### src/rtl/mips_reg_write_arbiter_if.sv
// rtl/mips_reg_write_arbiter_if.sv - requester A/B valid/ready writeback bundle
interface mips_reg_write_arbiter_if;
  logic        a_valid;
  logic [4:0]  a_reg;
  logic [31:0] a_data;
  logic        a_ready;
  logic        b_valid;
  logic [4:0]  b_reg;
  logic [31:0] b_data;
  logic        b_ready;

  // Requester side drives the requests and observes the readies.
  modport master (
    output a_valid, a_reg, a_data, b_valid, b_reg, b_data,
    input  a_ready, b_ready
  );

  // Arbiter side.
  modport slave (
    input  a_valid, a_reg, a_data, b_valid, b_reg, b_data,
    output a_ready, b_ready
  );
endinterface

### src/rtl/mips_reg_write_arbiter.sv
// rtl/mips_reg_write_arbiter.sv - clear-on-reset sequencer and round-robin write-port arbiter
module mips_reg_write_arbiter #(
  parameter bit CLEAR_ON_RESET = 1'b1
) (
  input  logic                      clk,
  input  logic                      rst,
  mips_reg_write_arbiter_if.slave   req,
  output logic [4:0]                write_reg,
  output logic [31:0]               write_data,
  output logic                      signal_reg_write,
  output logic                      init_done,
  output logic [7:0]                conflict_count
);

  typedef enum logic {CLEAR, RUN} state_t;

  localparam state_t RESET_STATE = CLEAR_ON_RESET ? CLEAR : RUN;

  state_t      state_q, state_d;
  logic [4:0]  clr_idx_q, clr_idx_d;
  logic        last_b_q, last_b_d;       // 1: B held the most recent grant
  logic [4:0]  write_reg_q, write_reg_d;
  logic [31:0] write_data_q, write_data_d;
  logic        we_q, we_d;
  logic        init_done_q, init_done_d;
  logic [7:0]  conflict_q, conflict_d;

  logic run;
  logic grant_a;
  logic grant_b;

  // Grant: a lone requester wins; on a tie the one not granted last time wins.
  // Reset is folded in so the readies are low while rst is asserted.
  always_comb begin
    run     = (state_q == RUN) && !rst;
    grant_a = run && req.a_valid && (!req.b_valid || last_b_q);
    grant_b = run && req.b_valid && (!req.a_valid || !last_b_q);
  end

  assign req.a_ready = grant_a;
  assign req.b_ready = grant_b;

  // Next-state: clear walk in CLEAR, transfer capture and conflict counting in RUN.
  always_comb begin
    state_d      = state_q;
    clr_idx_d    = clr_idx_q;
    last_b_d     = last_b_q;
    write_reg_d  = write_reg_q;
    write_data_d = write_data_q;
    we_d         = 1'b0;
    init_done_d  = init_done_q;
    conflict_d   = conflict_q;
    unique case (state_q)
      CLEAR: begin
        write_reg_d  = clr_idx_q;
        write_data_d = 32'd0;
        we_d         = 1'b1;
        clr_idx_d    = clr_idx_q + 5'd1;
        if (clr_idx_q == 5'd31) begin
          state_d     = RUN;
          init_done_d = 1'b1;
        end
      end
      RUN: begin
        init_done_d = 1'b1;
        if (req.a_valid && req.b_valid && conflict_q != 8'd255) begin
          conflict_d = conflict_q + 8'd1;
        end
        // Register 0 is accepted but never written, so it cannot stall a requester.
        if (grant_a) begin
          write_reg_d  = req.a_reg;
          write_data_d = req.a_data;
          we_d         = (req.a_reg != 5'd0);
          last_b_d     = 1'b0;
        end else if (grant_b) begin
          write_reg_d  = req.b_reg;
          write_data_d = req.b_data;
          we_d         = (req.b_reg != 5'd0);
          last_b_d     = 1'b1;
        end
      end
      default: state_d = RESET_STATE;
    endcase
  end

  // State and registered outputs; reset drops any in-flight write immediately.
  always_ff @(posedge clk or posedge rst) begin
    if (rst) begin
      state_q      <= RESET_STATE;
      clr_idx_q    <= 5'd1;
      last_b_q     <= 1'b1;
      write_reg_q  <= 5'd0;
      write_data_q <= 32'd0;
      we_q         <= 1'b0;
      init_done_q  <= 1'b0;
      conflict_q   <= 8'd0;
    end else begin
      state_q      <= state_d;
      clr_idx_q    <= clr_idx_d;
      last_b_q     <= last_b_d;
      write_reg_q  <= write_reg_d;
      write_data_q <= write_data_d;
      we_q         <= we_d;
      init_done_q  <= init_done_d;
      conflict_q   <= conflict_d;
    end
  end

  assign write_reg        = write_reg_q;
  assign write_data       = write_data_q;
  assign signal_reg_write = we_q;
  assign init_done        = init_done_q;
  assign conflict_count   = conflict_q;

endmodule

### src/flat_wrapper.sv
// flat-port wrapper written by rule: the top's interface ports become plain ports
module mips_reg_write_arbiter_flat 
#(
  parameter bit CLEAR_ON_RESET = 1'b1
)
  (clk, rst, write_reg, write_data, signal_reg_write, init_done, conflict_count, req_a_valid, req_a_reg, req_a_data, req_b_valid, req_b_reg, req_b_data, req_a_ready, req_b_ready);
  mips_reg_write_arbiter_if req_i ();
  input  logic clk;
  input  logic rst;
  output logic [4:0] write_reg;
  output logic [31:0] write_data;
  output logic signal_reg_write;
  output logic init_done;
  output logic [7:0] conflict_count;
  input wire logic [$bits(req_i.a_valid)-1:0] req_a_valid;
  input wire logic [$bits(req_i.a_reg)-1:0] req_a_reg;
  input wire logic [$bits(req_i.a_data)-1:0] req_a_data;
  input wire logic [$bits(req_i.b_valid)-1:0] req_b_valid;
  input wire logic [$bits(req_i.b_reg)-1:0] req_b_reg;
  input wire logic [$bits(req_i.b_data)-1:0] req_b_data;
  output wire logic [$bits(req_i.a_ready)-1:0] req_a_ready;
  output wire logic [$bits(req_i.b_ready)-1:0] req_b_ready;
  assign req_i.a_valid = req_a_valid;
  assign req_i.a_reg = req_a_reg;
  assign req_i.a_data = req_a_data;
  assign req_i.b_valid = req_b_valid;
  assign req_i.b_reg = req_b_reg;
  assign req_i.b_data = req_b_data;
  assign req_a_ready = req_i.a_ready;
  assign req_b_ready = req_i.b_ready;
  mips_reg_write_arbiter #(.CLEAR_ON_RESET(CLEAR_ON_RESET)) u_core (.clk(clk), .rst(rst), .req(req_i), .write_reg(write_reg), .write_data(write_data), .signal_reg_write(signal_reg_write), .init_done(init_done), .conflict_count(conflict_count));
endmodule
### config.mk
export PLATFORM = sky130hd
export DESIGN_NAME = mips_reg_write_arbiter_flat
export DESIGN_NICKNAME = d
export VERILOG_FILES = /design/src/rtl/mips_reg_write_arbiter_if.sv /design/src/rtl/mips_reg_write_arbiter.sv /design/src/flat_wrapper.sv
export SDC_FILE = /design/constraint.sdc
export NUM_CORES = 1
export LEC_CHECK = 0
export ABC_CLOCK_PERIOD_IN_PS = 3000
export CORE_UTILIZATION = 44
export CTS_CLUSTER_SIZE = 16
export DETAILED_ROUTE_END_ITERATION = 8
export PLACE_DENSITY_LB_ADDON = 0.15
export REMOVE_ABC_BUFFERS = 1
export SETUP_SLACK_MARGIN = 0.5
export SLEW_MARGIN = 20
export SYNTH_ARGS = -nofsm -noshare
export SYNTH_HDL_FRONTEND = slang
export SYNTH_SLANG_ARGS = --single-unit
### constraint.sdc
create_clock -name clk -period 3 [get_ports clk]
set_input_delay 0.3 -clock clk [delete_from_list [all_inputs] [get_ports clk]]
set_output_delay 0.3 -clock clk [all_outputs]
set_load 0.005 [all_outputs]
# Word level (Yosys, flattened, before mapping)

Cells that the tools add are included.

Equality and inequality tests: 4
Mux-type cells: 15
Order comparisons: 0
Bitwise operators: 1
$add $sub $neg: 2
Shift operators: 0
Div/mod/pow operators: 0
Reduce and logical (&&, ||, !) cells: 18
Multipliers: 0

Operator list:

| cell                  | count |
|---|---|
| $mux W32              | 2 |
| $pmux W32 S2          | 1 |
| $mux W5               | 2 |
| $pmux W5 S2           | 1 |
| $reduce_bool A5 Y1    | 2 |
| $add A8 B1 Y8 const B | 1 |
| $ne A8 B8 Y1 const B  | 1 |
| $logic_and A1 B1 Y1   | 7 |
| $mux W1               | 7 |
| $add A5 B1 Y5 const B | 1 |
| $eq A5 B5 Y1 const B  | 1 |
| $logic_not A1 Y1      | 4 |
| $pmux W1 S2           | 2 |
| $reduce_and A2 Y1     | 2 |
| $ne A3 B3 Y1 const B  | 1 |
| $logic_or A1 B1 Y1    | 2 |
| $ne A2 B1 Y1 const B  | 1 |
| $reduce_bool A2 Y1    | 1 |
| $not A1 Y1            | 1 |

Bits in read-only memories: 0
Bits in registers: 54
Memories kept: 0
Input bits: 78
Bits in latches: 0
Output and inout port bits: 49
Logic and storage cells: 48
Bits in writable memories: 0

# Depth between registers and ports, before layout

Depth in word-level cells: 7
Depth in mapped cells: 6
Gate-level depth less buffers: 5

# Worst setup path after synthesis

No wires, ideal clock.

Kind: register to register
Start point: reg u_core.conflict_q[0] (netlist: u_core.conflict_count[0])
End point: reg u_core.conflict_q[1] (netlist: u_core.conflict_count[1])
Buffers on the path: 0
Arrival time: 1.294 ns
Stages on the path, launching flop included: 5
Library setup time: 0.125 ns
Required time: 2.875 ns
Slack: 1.581 ns
Clock period less this slack: 1.419 ns
Cell sequence: dfrtp_1 ha_1 nand2_1 o31ai_2 mux2_2

Word-level cells in the longest chain between the ends: 3
Elaborated cells on any way between the ends: 4
Those cells by class: 1 x add/sub; 1 x eq/ne; 2 x reduce/logical

RTL lines:

| element                                               | RTL line                      | RTL |
|---|---|---|
| from (decl)                                           | mips_reg_write_arbiter.sv:26  | `logic [7:0] conflict_q, conflict_d;` |
| from (signal assigned)                                | mips_reg_write_arbiter.sv:105 | `conflict_q <= conflict_d;` |
| branches (longest 3 deep; another with $add A8 B1 Y8) | n/a                           |  |

Several ways; the timed one is not identified.
A chain may end at the register's enable or synchronous reset.

# Worst setup path after layout

Start point: in req_a_valid
End point: out req_a_ready

Word-level cells in the longest chain between the ends: 2

RTL lines:

| element                          | RTL line                     | RTL |
|---|---|---|
| from (decl)                      | flat_wrapper.sv:15           | `input wire logic [$bits(req_i.a_valid)-1:0] req_a_valid;` |
| $logic_and A1 B1 Y1 (2 in a row) | mips_reg_write_arbiter.sv:36 | `grant_a = run && req.a_valid && (!req.b_valid \|\| last_b_q);` |
| to (decl)                        | flat_wrapper.sv:21           | `output wire logic [$bits(req_i.a_ready)-1:0] req_a_ready;` |

No other way between the ends.

==> results.cfg <==
[detailed_routing]
wirelength_um = 6340
ant_nets = 0
routedWlPerCell_um = 14.6
drtPass1Iterations = 4
detailroute.via_count = 2272
detail_route.vias_per_cell = 5.24
post-route-drc-count = 0
dr.first_iter.drc_count = 101

[floorplan]
design.core.area_um2 = 5610
die_w_um = 79.0
num_rows = 27
fp.dieArea_um2 = 6250
die_h_um = 79.0
ios = 127
initial_core_util = 0.466

[critical_path]
timing.reg2reg.worst_path_depth = 5
ff2ff_setup_slack_ns = 1.36
worst-path-stages = 4
critical_setup_path_class = in2out
cp.buffers_inverters = 2
cp-end-kind = output port
cpMostUsedCell = clkdlybuf4s50_1
cell_family_with_most_cp_delay = buffers and inverters
cp_data_required_time_ns = 2.70
crit_chain = clkdlybuf4s50_1 -> o21ai_4 -> nor3b_2 -> clkdlybuf4s50_1
path_max_fanout = 6
arrival_ns = 1.99
critical_path.max_stage_delay_ns = 0.66
critical_path.slowest_cell = clkdlybuf4s50_1
start_kind = input pin

[final_layout]
layout-area-overhead-vs-synth_pct = 53.3
fillCellCount = 477
final_layout_size_suffix_gt1_frac = 0.0663
insertedDiodeCount = 0
fin_cells = 434
largest_register_ffs = 32
final_nets = 442

[timing]
finalHoldViolations = 0
relative_slew_slack = 0.403
final-setup-viol-count = 0
rsz0062_at_grt = false
tns_ns = 0
worstMarginPinSlew_ns = 0.891
holdWs_ns = 0.475
max_clock_freq_mhz = 437
finClkSkew_ns = 0.00461
finalMaxSlewViolations = 0
final_worst_path_period_need_ns = 2.29
layout_worst_path_cycle_share = 0.762

[clock_tree]
clock_tree_from_tritoncts = done
post-cts-setup-buffers = 0
cts.sinks = 54
tritoncts.num_buffers = 5
cts_max_path_buffers = 2
cts-resized-gates = 0
cts.root.buffer_cell = clkbuf_8
worst_setup_hold_path_clk_slew_ns = 0.08
hold_buffers = 0
insertion_delay_ns = 0.30
deepest_level_of_the_cts_h_tree = 2

[min_path]
holdPathStages = 1
timing.hold.worst.class = reg2reg

[synthesis]
synthSimpleGateAreaFrac = 0.134
synth_compound_gate_area_share = 0.125
synth-seq-cells = 54
syn_area_per_cell_um2 = 10.9
synth_mux_area_frac = 0.148
post_synth_instance_area_um2 = 2610
synth_top_family_by_area = multiplexers
yosys_warnings = 0
sequential_element_share_of_the_synthesized_area = 0.518
synthAdderAreaFrac = 0.0144
post_synth_xor_area_fraction = 0.0168
syn_inst = 240
yosysUniqueCellTypes = 37

[global_route]
grt_antenna_before_repair = 0
maximum_number_of_pins_on_one_net_before_global_route_repair = 46
vias_in_the_first_global_route = 2240
global_route.overflow_total = 0
grt_pass1_wl_um = 10400
global_route_usage_over_all_layers = 0.217

[placed_design]
port_buf_inserts = 126
dpl.hpwl_um = 4790
post-place-cells = 426
gp_congestion = 0.794

[pwr]
power-per-cell-area_nw_per_um2 = 464
ir_drop_mv = 0.285
cellLeakagePower_nw = 1.77

[status]
status = complete, no violations

[run]
maxCapViolCount = 0
[cell type report]
| cell class | count | area (um^2) | area share |
|---|---|---|---|
| Inverter | 4 | 15.0 | 0.00375 |
| Timing Repair Buffer | 131 | 1300 | 0.324 |
| Tap cell | 72 | 90.1 | 0.0225 |
| Clock buffer | 8 | 80.1 | 0.0200 |
| Multi-Input combinational cell | 165 | 1170 | 0.291 |
| Sequential cell | 54 | 1350 | 0.338 |
[metrics by stage]
stage	worst slack [ns]	utilization	total power [W]	area, um^2
final	0.713	0.714	0.00186	4000
after global routing	0.622	0.714	0.00197	4000
after CTS	0.711	0.714	0.00188	4000
after detailed placement	0.635	0.700	0.00150	3920
after global placement	0.737	0.700	0.00148	3920
after floorplan	-0.930	-	0.00113	2510
[kinds of logic after synthesis]
group,count (synthesis)
multiplexers,38
XOR/XNOR,5
adder cells (fa/ha/maj),3
AND/OR/NAND/NOR,65
buffers and inverters,21
AO/OA/AOI/OAI,54
flip-flops,54
[per-layer routing]
| metal | part of all wire | GRT usage | vias up |
|---|---|---|---|
| li1 | - | - | 1108 |
| met1 | 0.44 | 0.284 | 1063 |
| met2 | 0.47 | 0.344 | 91 |
| met3 | 0.077 | 0.0690 | 10 |
| met4 | 0.012 | 0.0636 | 0 |
| met5 | 0 | 0 | - |
[where the power goes]
| part | switching [W] | internal (W) | leakage, nW |
|---|---|---|---|
| registers | 0.0000765 | 0.000833 | 0.665 |
| clock network | 0.000216 | 0.000166 | 0.0395 |
| logic | 0.000202 | 0.000365 | 1.06 |
| total | 0.000494 | 0.00136 | 1.77 |
[synth_stat cells]
cell	instances	area (um^2)
nand2_1	4	15.0
a21oi_1	3	15.0
dfrtp_1	52	1300
buf_4	1	7.51
nor2b_1	6	37.5
nand2b_1	1	6.26
o211ai_1	1	7.51
o21a_1	1	7.51
nand3_1	38	190
buf_6	3	33.8
a31oi_1	1	6.26
clkbuf_1	4	15.0
and2_1	2	12.5
inv_1	4	15.0
xor2_1	1	8.76
xnor2_1	4	35.0
mux2i_1	33	330
a22o_1	4	35.0
o21ai_1	1	5.00
dfstp_2	2	52.6
buf_1	2	7.51
buf_2	7	35.0
ha_1	3	37.5
or2_2	2	12.5
or3_1	1	6.26
nor3b_2	1	12.5
o31ai_2	1	12.5
nor3_1	1	5.00
or4_1	2	15.0
nor2_1	3	11.3
o221ai_1	1	8.76
o21ai_0	34	170
o21bai_1	2	15.0
a211o_1	4	35.0
o311ai_0	1	8.76
and3_1	4	25.0
mux2_2	5	56.3
[worst paths after layout]
path | to | start
max in group asynchronous | u_core.conflict_count[2] | rst
min in group asynchronous | u_core.clr_idx_q[1] | rst
worst max register to register | u_core.write_data[27] | u_core.state_q
worst min register to register | u_core.init_done | u_core.init_done
worst min-delay path | u_core.init_done | u_core.init_done
worst max-delay path | req_a_ready | req_a_valid
[cell usage in the layout (no fill, tap or decap), types with 5 or more instances in the layout]
| master | Yosys | routed |
|---|---|---|
| mux2_2 | 5 | 5 |
| nor2b_1 | 6 | 6 |
| nand3_1 | 38 | 38 |
| clkbuf_8 | 0 | 5 |
| mux2i_1 | 33 | 33 |
| buf_4 | 1 | 5 |
| clkdlybuf4s50_1 | 0 | 126 |
| o21ai_0 | 34 | 33 |
| dfrtp_1 | 52 | 52 |
(Power assumes the default switching activity.)
